File: config.mk
export PLATFORM = sky130hd
export DESIGN_NAME = multicycle_controller
export DESIGN_NICKNAME = d
export VERILOG_FILES = /design/src/rtl/riscv_pkg.sv /design/src/rtl/aludec.sv /design/src/rtl/multicycle_controller.sv
export SDC_FILE = /design/constraint.sdc
export NUM_CORES = 1
export LEC_CHECK = 0
export BUFFER_PORTS_ARGS = -buffer_cell sky130_fd_sc_hd__buf_2
export CORE_ASPECT_RATIO = 0.9
export CORE_UTILIZATION = 24
export DETAILED_ROUTE_END_ITERATION = 16
export GPL_ROUTABILITY_DRIVEN = 0
export PLACE_DENSITY_LB_ADDON = 0.15
export SETUP_SLACK_MARGIN = 0.5
export SLEW_MARGIN = 20
export SYNTH_ARGS = -nofsm -noshare
export SYNTH_HDL_FRONTEND = slang
export SYNTH_HIERARCHICAL = 1
export SYNTH_SLANG_ARGS = --single-unit
File: constraint.sdc
create_clock -name clk -period 2.1 [get_ports clk]
set_input_delay 0.525 -clock clk [delete_from_list [all_inputs] [get_ports clk]]
set_output_delay 0.525 -clock clk [all_outputs]
set_load 0.005 [all_outputs]
File: src/rtl/riscv_pkg.sv
// riscv_pkg: opcodes, FSM state encoding and datapath select encodings shared by the RV32I controllers
package riscv_pkg;
  localparam logic [6:0] OP_LW     = 7'b0000011;
  localparam logic [6:0] OP_SW     = 7'b0100011;
  localparam logic [6:0] OP_R      = 7'b0110011;
  localparam logic [6:0] OP_I      = 7'b0010011;
  localparam logic [6:0] OP_JAL    = 7'b1101111;
  localparam logic [6:0] OP_BRANCH = 7'b1100011;
  localparam logic [6:0] OP_LUI    = 7'b0110111;
  localparam logic [6:0] OP_AUIPC  = 7'b0010111;
  typedef enum logic [3:0] {
    FETCH    = 4'd0,
    DECODE   = 4'd1,
    MEMADR   = 4'd2,
    MEMREAD  = 4'd3,
    MEMWB    = 4'd4,
    MEMWRITE = 4'd5,
    EXECUTER = 4'd6,
    ALUWB    = 4'd7,
    EXECUTEI = 4'd8,
    JAL      = 4'd9,
    BEQ      = 4'd10
  } state_t;
  localparam logic [2:0] ALU_ADD = 3'b000;
  localparam logic [2:0] ALU_SUB = 3'b001;
  localparam logic [2:0] ALU_AND = 3'b010;
  localparam logic [2:0] ALU_OR  = 3'b011;
  localparam logic [2:0] ALU_XOR = 3'b100;
  localparam logic [2:0] ALU_SLT = 3'b101;
  localparam logic [2:0] IMM_I = 3'b000;
  localparam logic [2:0] IMM_S = 3'b001;
  localparam logic [2:0] IMM_B = 3'b010;
  localparam logic [2:0] IMM_J = 3'b011;
  localparam logic [2:0] IMM_U = 3'b100;
  localparam logic [1:0] RES_ALUOUT = 2'b00;
  localparam logic [1:0] RES_MEM    = 2'b01;
  localparam logic [1:0] RES_ALURES = 2'b10;
  localparam logic [1:0] SRCA_PC    = 2'b00;
  localparam logic [1:0] SRCA_OLDPC = 2'b01;
  localparam logic [1:0] SRCA_RS1   = 2'b10;
  localparam logic [1:0] SRCB_RS2   = 2'b00;
  localparam logic [1:0] SRCB_IMM   = 2'b01;
  localparam logic [1:0] SRCB_FOUR  = 2'b10;
  localparam logic [1:0] ALUOP_ADD   = 2'b00;
  localparam logic [1:0] ALUOP_SUB   = 2'b01;
  localparam logic [1:0] ALUOP_FUNCT = 2'b10;
endpackage

File: src/rtl/aludec.sv
// aludec: maps ALUOp/funct3/op[5]/funct7b5 to the ALU control code
// ports: aluop, funct3, op5, funct7b5 in; alu_control out
module aludec
  import riscv_pkg::*;
(
  input  logic [1:0] aluop,
  input  logic [2:0] funct3,
  input  logic       op5,
  input  logic       funct7b5,
  output logic [2:0] alu_control
);
  logic [2:0] funct_ctl;
  // only R-type (op[5]=1) may subtract; addi with imm[10]=1 must still add
  always_comb begin
    funct_ctl = funct3 == 3'b000 ? ((op5 & funct7b5) ? ALU_SUB : ALU_ADD) :
                funct3 == 3'b010 ? ALU_SLT :
                funct3 == 3'b100 ? ALU_XOR :
                funct3 == 3'b110 ? ALU_OR  :
                funct3 == 3'b111 ? ALU_AND : ALU_ADD;
    alu_control = aluop == ALUOP_SUB   ? ALU_SUB :
                  aluop == ALUOP_FUNCT ? funct_ctl : ALU_ADD;
  end
endmodule

File: src/rtl/multicycle_controller.sv
// multicycle_controller: Moore FSM and decoders sequencing a shared-ALU, shared-memory RV32I datapath
// inputs: clk, reset, op, funct3, funct7b5, Zero
// outputs: PCWrite, AdrSrc, MemWrite, IRWrite, ResultSrc, ALUSrcA, ALUSrcB, ALUControl, ImmSrc, RegWrite, State
module multicycle_controller
  import riscv_pkg::*;
#(
  parameter int STATE_W = 4
) (
  input  logic               clk,
  input  logic               reset,
  input  logic [6:0]         op,
  input  logic [2:0]         funct3,
  input  logic               funct7b5,
  input  logic               Zero,
  output logic               PCWrite,
  output logic               AdrSrc,
  output logic               MemWrite,
  output logic               IRWrite,
  output logic [1:0]         ResultSrc,
  output logic [1:0]         ALUSrcA,
  output logic [1:0]         ALUSrcB,
  output logic [2:0]         ALUControl,
  output logic [2:0]         ImmSrc,
  output logic               RegWrite,
  output logic [STATE_W-1:0] State
);
  state_t state, next_state, st;
  logic [1:0] aluop;
  logic pcupdate, branch, irw, rw, mw, en;
  always_comb begin
    case (state)
      FETCH:                   next_state = DECODE;
      DECODE:                  next_state = (op == OP_LW || op == OP_SW) ? MEMADR :
                                            op == OP_R      ? EXECUTER :
                                            op == OP_I      ? EXECUTEI :
                                            op == OP_JAL    ? JAL      :
                                            op == OP_BRANCH ? BEQ      : FETCH;
      MEMADR:                  next_state = op == OP_LW ? MEMREAD : MEMWRITE;
      MEMREAD:                 next_state = MEMWB;
      EXECUTER, EXECUTEI, JAL: next_state = ALUWB;
      default:                 next_state = FETCH;
    endcase
  end
  always_ff @(posedge clk) state <= reset ? FETCH : next_state;
  // during reset the selects show FETCH values while every enable is held low
  assign st = reset ? FETCH : state;
  assign en = ~reset;
  always_comb begin
    {pcupdate, branch, irw, rw, mw, AdrSrc} = '0;
    ResultSrc = RES_ALUOUT;
    ALUSrcA = SRCA_PC;
    ALUSrcB = SRCB_RS2;
    aluop = ALUOP_ADD;
    case (st)
      FETCH:    begin irw = 1'b1; ALUSrcB = SRCB_FOUR; ResultSrc = RES_ALURES; pcupdate = 1'b1; end
      DECODE:   begin ALUSrcA = SRCA_OLDPC; ALUSrcB = SRCB_IMM; end
      MEMADR:   begin ALUSrcA = SRCA_RS1; ALUSrcB = SRCB_IMM; end
      MEMREAD:  AdrSrc = 1'b1;
      MEMWB:    begin ResultSrc = RES_MEM; rw = 1'b1; end
      MEMWRITE: begin AdrSrc = 1'b1; mw = 1'b1; end
      EXECUTER: begin ALUSrcA = SRCA_RS1; aluop = ALUOP_FUNCT; end
      EXECUTEI: begin ALUSrcA = SRCA_RS1; ALUSrcB = SRCB_IMM; aluop = ALUOP_FUNCT; end
      ALUWB:    rw = 1'b1;
      JAL:      begin ALUSrcA = SRCA_OLDPC; ALUSrcB = SRCB_FOUR; pcupdate = 1'b1; end
      BEQ:      begin ALUSrcA = SRCA_RS1; aluop = ALUOP_SUB; branch = 1'b1; end
      default:  ;
    endcase
    // funct3[0] distinguishes bne from beq
    PCWrite = en & (pcupdate | (branch & (Zero ^ funct3[0])));
    IRWrite = en & irw;
    RegWrite = en & rw;
    MemWrite = en & mw;
  end
  assign ImmSrc = op == OP_SW ? IMM_S :
                  op == OP_BRANCH ? IMM_B :
                  op == OP_JAL ? IMM_J :
                  (op == OP_LUI || op == OP_AUIPC) ? IMM_U : IMM_I;
  assign State = STATE_W'(state);
  aludec u_aludec (
    .aluop      (aluop),
    .funct3     (funct3),
    .op5        (op[5]),
    .funct7b5   (funct7b5),
    .alu_control(ALUControl)
  );
endmodule

=== After elaboration in Yosys (flattened, before gate mapping) ===
Cells that the tools add are included.

* Equality and inequality tests: 30
* Muxes and demuxes: 30
* Bitwise logic cells: 9
* Reduce and logical (&&, ||, !) cells: 13

{| class="wikitable"
|+ Operator list
! cell !! count
|-
| two-way mux 3 bit || 11
|-
| two-way mux 4 bit || 6
|-
| == test 7 x 6 -> 1 bit (second input constant) || 3
|-
| == test 4 x 3 -> 1 bit (second input constant) || 5
|-
| == test 4 bit (second input constant) || 5
|-
| one-hot mux 4 bit (5 select lines) || 1
|-
| == test 4 x 2 -> 1 bit (second input constant) || 4
|-
| one-hot mux 2 bit (2 select lines) || 4
|-
| == test 7 x 5 -> 1 bit (second input constant) || 2
|-
| == test 7 bit (second input constant) || 2
|-
| OR reduction 2 bit || 5
|-
| == test 3 bit (second input constant) || 3
|-
| == test 4 x 1 -> 1 bit (second input constant) || 2
|-
| logical NOT 4 bit || 2
|-
| == test 7 x 2 -> 1 bit (second input constant) || 1
|-
| two-way mux 1 bit || 7
|-
| AND 1 bit || 6
|-
| OR reduction 3 bit || 2
|-
| OR reduction 4 bit || 1
|-
| == test 3 x 2 -> 1 bit (second input constant) || 1
|-
| logical NOT 3 bit || 1
|-
| == test 2 x 1 -> 1 bit (second input constant) || 1
|-
| == test 2 bit (second input constant) || 1
|-
| logical OR 1 bit || 2
|-
| other kinds (4) || 4
|}

* Bits in registers: 4
* Input port bits: 14
* Output and inout port bits: 21
* Logic and storage cells: 83

=== Longest topological paths before layout ===
Gate-level depths: netlist of run 1.

* Depth after elaboration: 8
* Depth in mapped cells: 7
* Depth with buffers taken out: 6

=== Hierarchy ===
The synthesis of run 1 kept the hierarchy.

{| class="wikitable"
|+ By module, submodules not included
! module !! times used !! cells each !! area each (sq um) !! seq. area each (sq um)
|-
| multicycle_controller || 1 || 71 || 525.5 || 80.1
|-
| aludec || 1 || 9 || 51.3 || 0.0
|}

=== Worst setup path before layout of run 1 ===
OpenSTA, ideal clock, no wires.

* Path kind: reg2out
* Start: reg state[1] (netlist: State[1])
* End: out ALUControl[0]
* Data arrival time: 1.327 ns
* Data required time: 1.575 ns
* Setup slack: 0.248 ns
* Cell stages (with the launch flop): 8
* Buffers on the path: 1
* Cells stage by stage: dfxtp_1 buf_2 nand2_1 nor2_1 a21oi_1 nor3_1 nand3_1 o22ai_1

* Word-level cells in the longest chain between the ends: 7
* Elaborated cells on any way between the ends: 10
* Those cells by class: 5 x eq/ne; 4 x mux; 1 x reduce/logical

{| class="wikitable"
|+ RTL lines
! item !! RTL line !! RTL
|-
| start: declaration || multicycle_controller.sv:27 || <nowiki>state_t state, next_state, st;</nowiki>
|-
| start signal: assignment || multicycle_controller.sv:44 || <nowiki>always_ff @(posedge clk) state <= reset ? FETCH : next_state;</nowiki>
|-
| two-way mux 4 bit (*) || multicycle_controller.sv:46 || <nowiki>assign st = reset ? FETCH : state;</nowiki>
|-
| == test 4 bit or == test 4 x 3 -> 1 bit (tied branches) || multicycle_controller.sv:54 || <nowiki>case (st)</nowiki>
|-
| OR reduction 2 bit (no source line) || n/a ||
|-
| one-hot mux 2 bit (2 select lines) (*) || multicycle_controller.sv:54 ||
|-
| net aluop[1] || multicycle_controller.sv:28 || <nowiki>logic [1:0] aluop;</nowiki>
|-
| == test 2 bit || aludec.sv:21 || <nowiki>aluop == ALUOP_FUNCT ? funct_ctl : ALU_ADD;</nowiki>
|-
| two-way mux 3 bit || aludec.sv:21 ||
|-
| two-way mux 3 bit (*) || aludec.sv:20 || <nowiki>alu_control = aluop == ALUOP_SUB ? ALU_SUB :</nowiki>
|-
| end: declaration || multicycle_controller.sv:22 || <nowiki>output logic [2:0] ALUControl,</nowiki>
|}

Mark *: on every way through the listed nets, which the timed path passes. The rest lies on a longest branch.

=== Worst setup path after layout of run 1 ===
* Start: reg state[0] (netlist: State[0])
* End: out ALUControl[0]

Same word-level chain as after synthesis.

==> results_dict.tcl, run 1 <==
set metrics [dict create \
    vias_per_cell 4.945 \
    min_period_over_period 0.9057 \
    fin_crit_ns 1.902 \
    skew_ns 0.003338 \
    io_pins 35 \
    cp-start-kind "register" \
    cts_root_buf "clkbuf_4" \
    hold_start "reset" \
    antenna_found_initial 0 \
    vias 806 \
    wl_per_cell_um 12.71 \
    syn_area_um2 576.8 \
    grt_usage 0.1557 \
    min_path_cells 2 \
    synth_edf_count 0 \
    relSlewSlack 0.7824 \
    finalPower_uw 313.1 \
    final_area_um2 1194 \
    final_core_util 0.5372 \
    cp.arrival_ns 1.38 \
    grt_start_max_net_pins 10 \
    start_util 0.2596 \
    hold_violations 0 \
    path_clk_slew_ns 0.04 \
    drt_iter0_markers 14 \
    synthArstFlopShare 0 \
    drcViolationCount 0 \
    syn_avg_cell_area_um2 7.210 \
    grt_pass1_vias 717 \
    synth_commonest_cells "nand2_1 (7), nor2_1 (7), buf_2 (6)" \
    r2r_start "State[0]$_SDFF_PP0_" \
    worst_setup_path_end_kind "output port" \
    setup-tns-final_ns 0 \
    die-area_um2 2604 \
    final_max_slew_viol_count 0 \
    cts-htree-levels 1 \
    drive_above_1_share 0.6912 \
    largest_reg_flops 4 \
    die_x_um 53.68 \
    min_to "State[0]$_SDFF_PP0_" \
    synth.distinct_cells 36 \
    dr.pass1.iters 4 \
    crit_type "reg -> out" \
    cts_tree "yes" \
    syn_to_final_growth_pct 106.9 \
    power.density_nw_per_um2 262.3 \
    r2r_slack_ns 0.82 \
    antennaDiodeCount 0 \
    hold_slack_ns 0.5616 \
    port_buffers 34 \
    mappedNetlistNets 94 \
    r2r_cells 7 \
    cts_sinks 4 \
    status "complete, no violations" \
    ir_worst_vdd_mv 0.2625 \
    yosys.area.top_type "dfxtp_1" \
    routed_wl_mm 2.071 \
    clock_path_buffers 2 \
    seq_area_frac_synth 0.1388 \
    worst_pin_slew_ns 0.3252 \
    dpl.hpwl_mm 1.296 \
    post_dp_cell_area_um2 820.8 \
    die_h_um 48.51 \
    grt_pass1_wl_mm 3.077 \
    setup_viol 0 \
    cp_max_fo 4 \
    antenna_left 0 \
    synth-main-ff-cell "dfxtp_1" \
    p_leak_uw 0.0005817 \
    synth_area_leaders "dfxtp_1 (14%), buf_2 (5.2%), nand2_1 (4.6%)" \
    required_ns 1.57 \
    grt_overflow 0 \
    ys_warn_count 6 \
    hold_path_class "in -> reg" \
    timing.rr.end "State[2]$_SDFF_PP0_" \
    postSynthCellCount 80 \
    core_um2 2222 \
    numCtsBuffers 3 \
    drv_cap 0 \
    synth.top_cell.area_share 0.1388 \
    ys_seq_elements 4 \
    rsz0062_at_grt "true" \
    hold_buffers 0 \
    rows 16 \
    fmax_ghz 0.5258 \
    clk_latency_ns 0.23 \
    layout.nets 151 \
]
critical path, cell delays in order (launching register included):
cell and delay (ns):
dfxtp_2 0.31, nand2b_4 0.16, nor4b_4 0.29, inv_2 0.09
nand3_2 0.10, o22ai_2 0.06, buf_2 0.13
layout by cell type, fill, tap and decap left out, types with 3 or more instances in the layout:
cell and count:
buf_8 4, inv_1 4, clkbuf_4 3, nand2_1 5, nor3_1 3, buf_4 23
nor2_1 3, buf_2 27, dfxtp_4 3, buf_6 6
layer usage:
| metal | routed length [um] | global-route usage | up-vias |
|---|---|---|---|
| li1 | - | - | 406 |
| met1 | 1016 | 0.2100 | 385 |
| met2 | 1005 | 0.2613 | 15 |
| met3 | 48 | 0.009434 | 0 |
| met4 | 0 | 0.03947 | 0 |
| met5 | 0 | 0 | - |
timing repair:
item / 4_1_cts / 5_1_grt
resized for setup: 28 / 17
setup buffers: 15 / 7
endpoints found under the setup margin: 18 / 17
cloned: 1 / 0
pin swaps: 13 / 14
power breakdown:
| part | total [uW] | internal (uW) | switching [uW] | leakage [uW] |
|---|---|---|---|---|
| Sequential | 76.8 | 75.0 | 1.82 | 0.0000352 |
| Combinational | 133 | 74.5 | 58.9 | 0.000532 |
| Clock | 103 | 71.3 | 31.6 | 0.0000150 |
kinds of logic (layout without fill, tap and decap cells):
group                    count (synthesis)  in the layout  synth area share
buffers and inverters                   13             69           0.09762
AND/OR/NAND/NOR                         38             38            0.4295
AO/OA/AOI/OAI                           18             18            0.2256
XOR/XNOR                                 6              6           0.09112
adder cells (fa/ha/maj)                  1              1           0.01735
flip-flops                               4              4            0.1388
per-stage QoR:
stage | setup slack [ns] | std cells
after floorplan | 0.4416 | 80
after global placement | 0.2558 | 136
after detailed placement | 0.2240 | 136
after CTS | 0.1316 | 156
after global routing | 0.07805 | 163
final | 0.1980 | 163
worst max-delay path by stage:
| stage | cells after the start | endpoint | from |
|---|---|---|---|
| finish | 6 | ALUControl[0] | State[0]$_SDFF_PP0_ |
| global route | 6 | ALUControl[0] | State[0]$_SDFF_PP0_ |
| CTS | 6 | ALUControl[0] | State[1]$_SDFF_PP0_ |
| detailed placement | 6 | ALUControl[0] | reset |
| global placement | 6 | ALUControl[0] | reset |
| floorplan | 3 | ImmSrc[0] | op[2] |
cell type report:
class	count	area, um^2
multi-input cells	63	586.8
flip-flops and latches	4	92.59
clock buffers	4	26.28
fillers	193	1028
well taps	27	33.78
repair buffers	60	435.4
inverters	5	18.77
No activity file was read; power rests on OpenSTA's default activity.
==> inputs of run 2 (changes only) <==
--- a/config.mk
+++ b/config.mk
@@ -5,6 +5,7 @@
 export SDC_FILE = /design/constraint.sdc
 export NUM_CORES = 1
 export LEC_CHECK = 0
+export ABC_AREA = 1
 export BUFFER_PORTS_ARGS = -buffer_cell sky130_fd_sc_hd__buf_2
 export CORE_ASPECT_RATIO = 0.9
 export CORE_UTILIZATION = 24
==> run 2 against run 1 <==
Sequential cell count stayed put. Synthesized cell count increased by 38%. Sequential share of layout area decreased by 1.1 points. Critical path type unchanged. Largest cell class unchanged.
==> results_dict.tcl, run 2 <==
set metrics [dict create \
    die_h_um 48.71 \
    mostFrequentLayoutCells "buf_4 (26), buf_2 (25), nand2_1 (16)" \
    syn_avg_cell_area_um2 5.289 \
    grt_pass1_vias 888 \
    yosys.area.top_type "nand2_1" \
    antenna_left 0 \
    use_met2 0.3539 \
    drv_cap 0 \
    ys_warn_count 6 \
    worst_setup_path_end_kind "output port" \
    cp_max_fo 3 \
    crit_path_cell_trace "inv_4, nor3_4, inv_1, nor2_2, inv_2, nand2_2, nor2_2, and2_1, buf_2" \
    cts-htree-levels 1 \
    final_max_slew_viol_count 0 \
    vias 1019 \
    ir_worst_vdd_mv 0.2564 \
    grt-busiest-layer "met2" \
    start_util 0.2595 \
    cp-start-kind "register" \
    p_leak_uw 0.0007189 \
    min_period_over_period 0.9561 \
    numCtsBuffers 3 \
    cts_root_buf "clkbuf_4" \
    cpMostUsedCell "nor2_2" \
    worst_pin_slew_ns 0.2532 \
    cp.arrival_ns 1.48 \
    path_clk_slew_ns 0.04 \
    drcViolationCount 0 \
    grt_use_met1 0.2045 \
    grt_start_max_net_pins 10 \
    hold_violations 0 \
    grt_overflow 0 \
    final_common_cell "buf_4" \
    critPathMaxStageDelay_ns 0.37 \
    crit_cells 9 \
    vias_per_cell 4.899 \
    fin_crit_ns 2.008 \
    required_ns 1.57 \
    nFillCells 161 \
    port_buffers 34 \
    power.density_nw_per_um2 288.0 \
    crit_type "reg -> out" \
    largest_reg_flops 4 \
    dr.pass1.iters 4 \
    synth_commonest_cells "nand2_1 (26), nor2_1 (19), inv_1 (10)" \
    synth_edf_count 0 \
    status "complete, no violations" \
    fmax_ghz 0.4980 \
    regArea_um2 95.09 \
    path_buf_inv 4 \
    min_path_cells 2 \
    synth_area_leaders "nand2_1 (17%), dfxtp_1 (14%), nor2_1 (12%)" \
    relSlewSlack 0.8310 \
    postSynthCellCount 110 \
    finalPower_uw 414.0 \
    die-area_um2 2625 \
    mappedNetlistNets 124 \
    synthArstFlopShare 0 \
    seq_area_frac_synth 0.1376 \
    rsz0062_at_grt "true" \
    antennaDiodeCount 0 \
    routed_wl_mm 2.722 \
    hold_start "reset" \
    r2r_start "State[2]$_SDFF_PP0_" \
    clk_latency_ns 0.24 \
    cp_slowest_cell "dfxtp_4" \
    skew_ns 0.004375 \
    syn_to_final_growth_pct 147.1 \
    synth.top_cell.area_share 0.1677 \
    drt_iter0_markers 16 \
    setup-tns-final_ns 0 \
    cts_tree "yes" \
    wl_per_cell_um 13.09 \
    crit_start "State[3]$_SDFF_PP0_" \
    rows 16 \
    hold_path_class "in -> reg" \
    synth.distinct_cells 24 \
    setup_viol 0 \
    r2r_cells 10 \
    die_x_um 53.90 \
    io_pins 35 \
    clock_path_buffers 2 \
    cts_sinks 4 \
    ys_seq_elements 4 \
    syn_area_um2 581.8 \
    dpl.hpwl_mm 1.363 \
    antenna_found_initial 0 \
    drive_above_1_share 0.7348 \
    layout.nets 197 \
    grt_pass1_wl_mm 3.712 \
    use_met3 0.02830 \
    grt_usage 0.1910 \
    yosysMostFrequentCell "nand2_1" \
    multiInputGateArea_um2 628.1 \
    synth-main-ff-cell "dfxtp_1" \
    core_um2 2242 \
    crit_family "simple AND/OR/NAND/NOR gates" \
]
## run 2: layer usage
| metal | share of wire | vias to the layer above |
|---|---|---|
| met4 | 0.016 | 0 |
| met1 | 0.40 | 470 |
| met2 | 0.53 | 50 |
| li1 | - | 493 |
| met5 | 0 | - |
| met3 | 0.058 | 6 |
## run 2: final cells by class
class	instances	share of cell area
tap	27	0.02350
sequential	4	0.06614
timing repair buffer	69	0.3838
clock buffer	3	0.01567
multi-input combinational	87	0.4369
inverter	18	0.07398
## run 2: worst reg2reg max path, cell delays in order (launching register included)
cell	delay (ns)
dfxtp_4	0.40
inv_4	0.06
buf_6	0.11
buf_12	0.12
nand2_8	0.07
inv_8	0.04
buf_4	0.13
nand2_1	0.13
o21ai_2	0.08
nor2_1	0.10
nor2_1	0.05
## run 2: repair_timing
item                       in CTS  in global routing
pin swaps                      19                 17
buffers inserted               30                  5
resized for setup              60                 32
setup endpoints to repair      17                 20
hold buffers                    0                  0
hold endpoints to repair        0                  0
## run 2: kinds of logic after synthesis
logic type,Yosys count,share of synthesized area
flops,4,0.1376
simple gates,79,0.6430
buf+inv,19,0.1247
xor+xnor,2,0.03011
compound gates,6,0.06451
## run 2: through the flow
step | instances | utilization | instance area (um^2) | hold slack, ns | worst slack, ns
after floorplan | 110 | - | 613.1 | 0.6827 | 0.3247
after global placement | 170 | 0.3555 | 797.0 | 0.7560 | 0.1302
after detailed placement | 170 | 0.3555 | 797.0 | 0.7415 | 0.09611
after CTS | 203 | 0.5681 | 1274 | 0.5408 | 0.1353
after global routing | 208 | 0.6412 | 1438 | 0.5192 | 0.009159
final | 208 | 0.6412 | 1438 | 0.5173 | 0.09210
## run 2: path summary, 6_finish.rpt
kind | end | slack [ns]
setup / recovery | ALUControl[2] | 0.09
hold / removal | State[1]$_SDFF_PP0_ | 0.52
setup reg to reg | State[2]$_SDFF_PP0_ | 0.70
hold reg to reg | State[2]$_SDFF_PP0_ | 0.72
## run 2: power by group
| part | total (uW) | internal (uW) | switching (uW) |
|---|---|---|---|
| registers | 89.8 | 78.6 | 11.2 |
| logic | 226 | 112 | 114 |
| clock network | 98.1 | 64.1 | 34.0 |
| total | 414 | 254 | 160 |
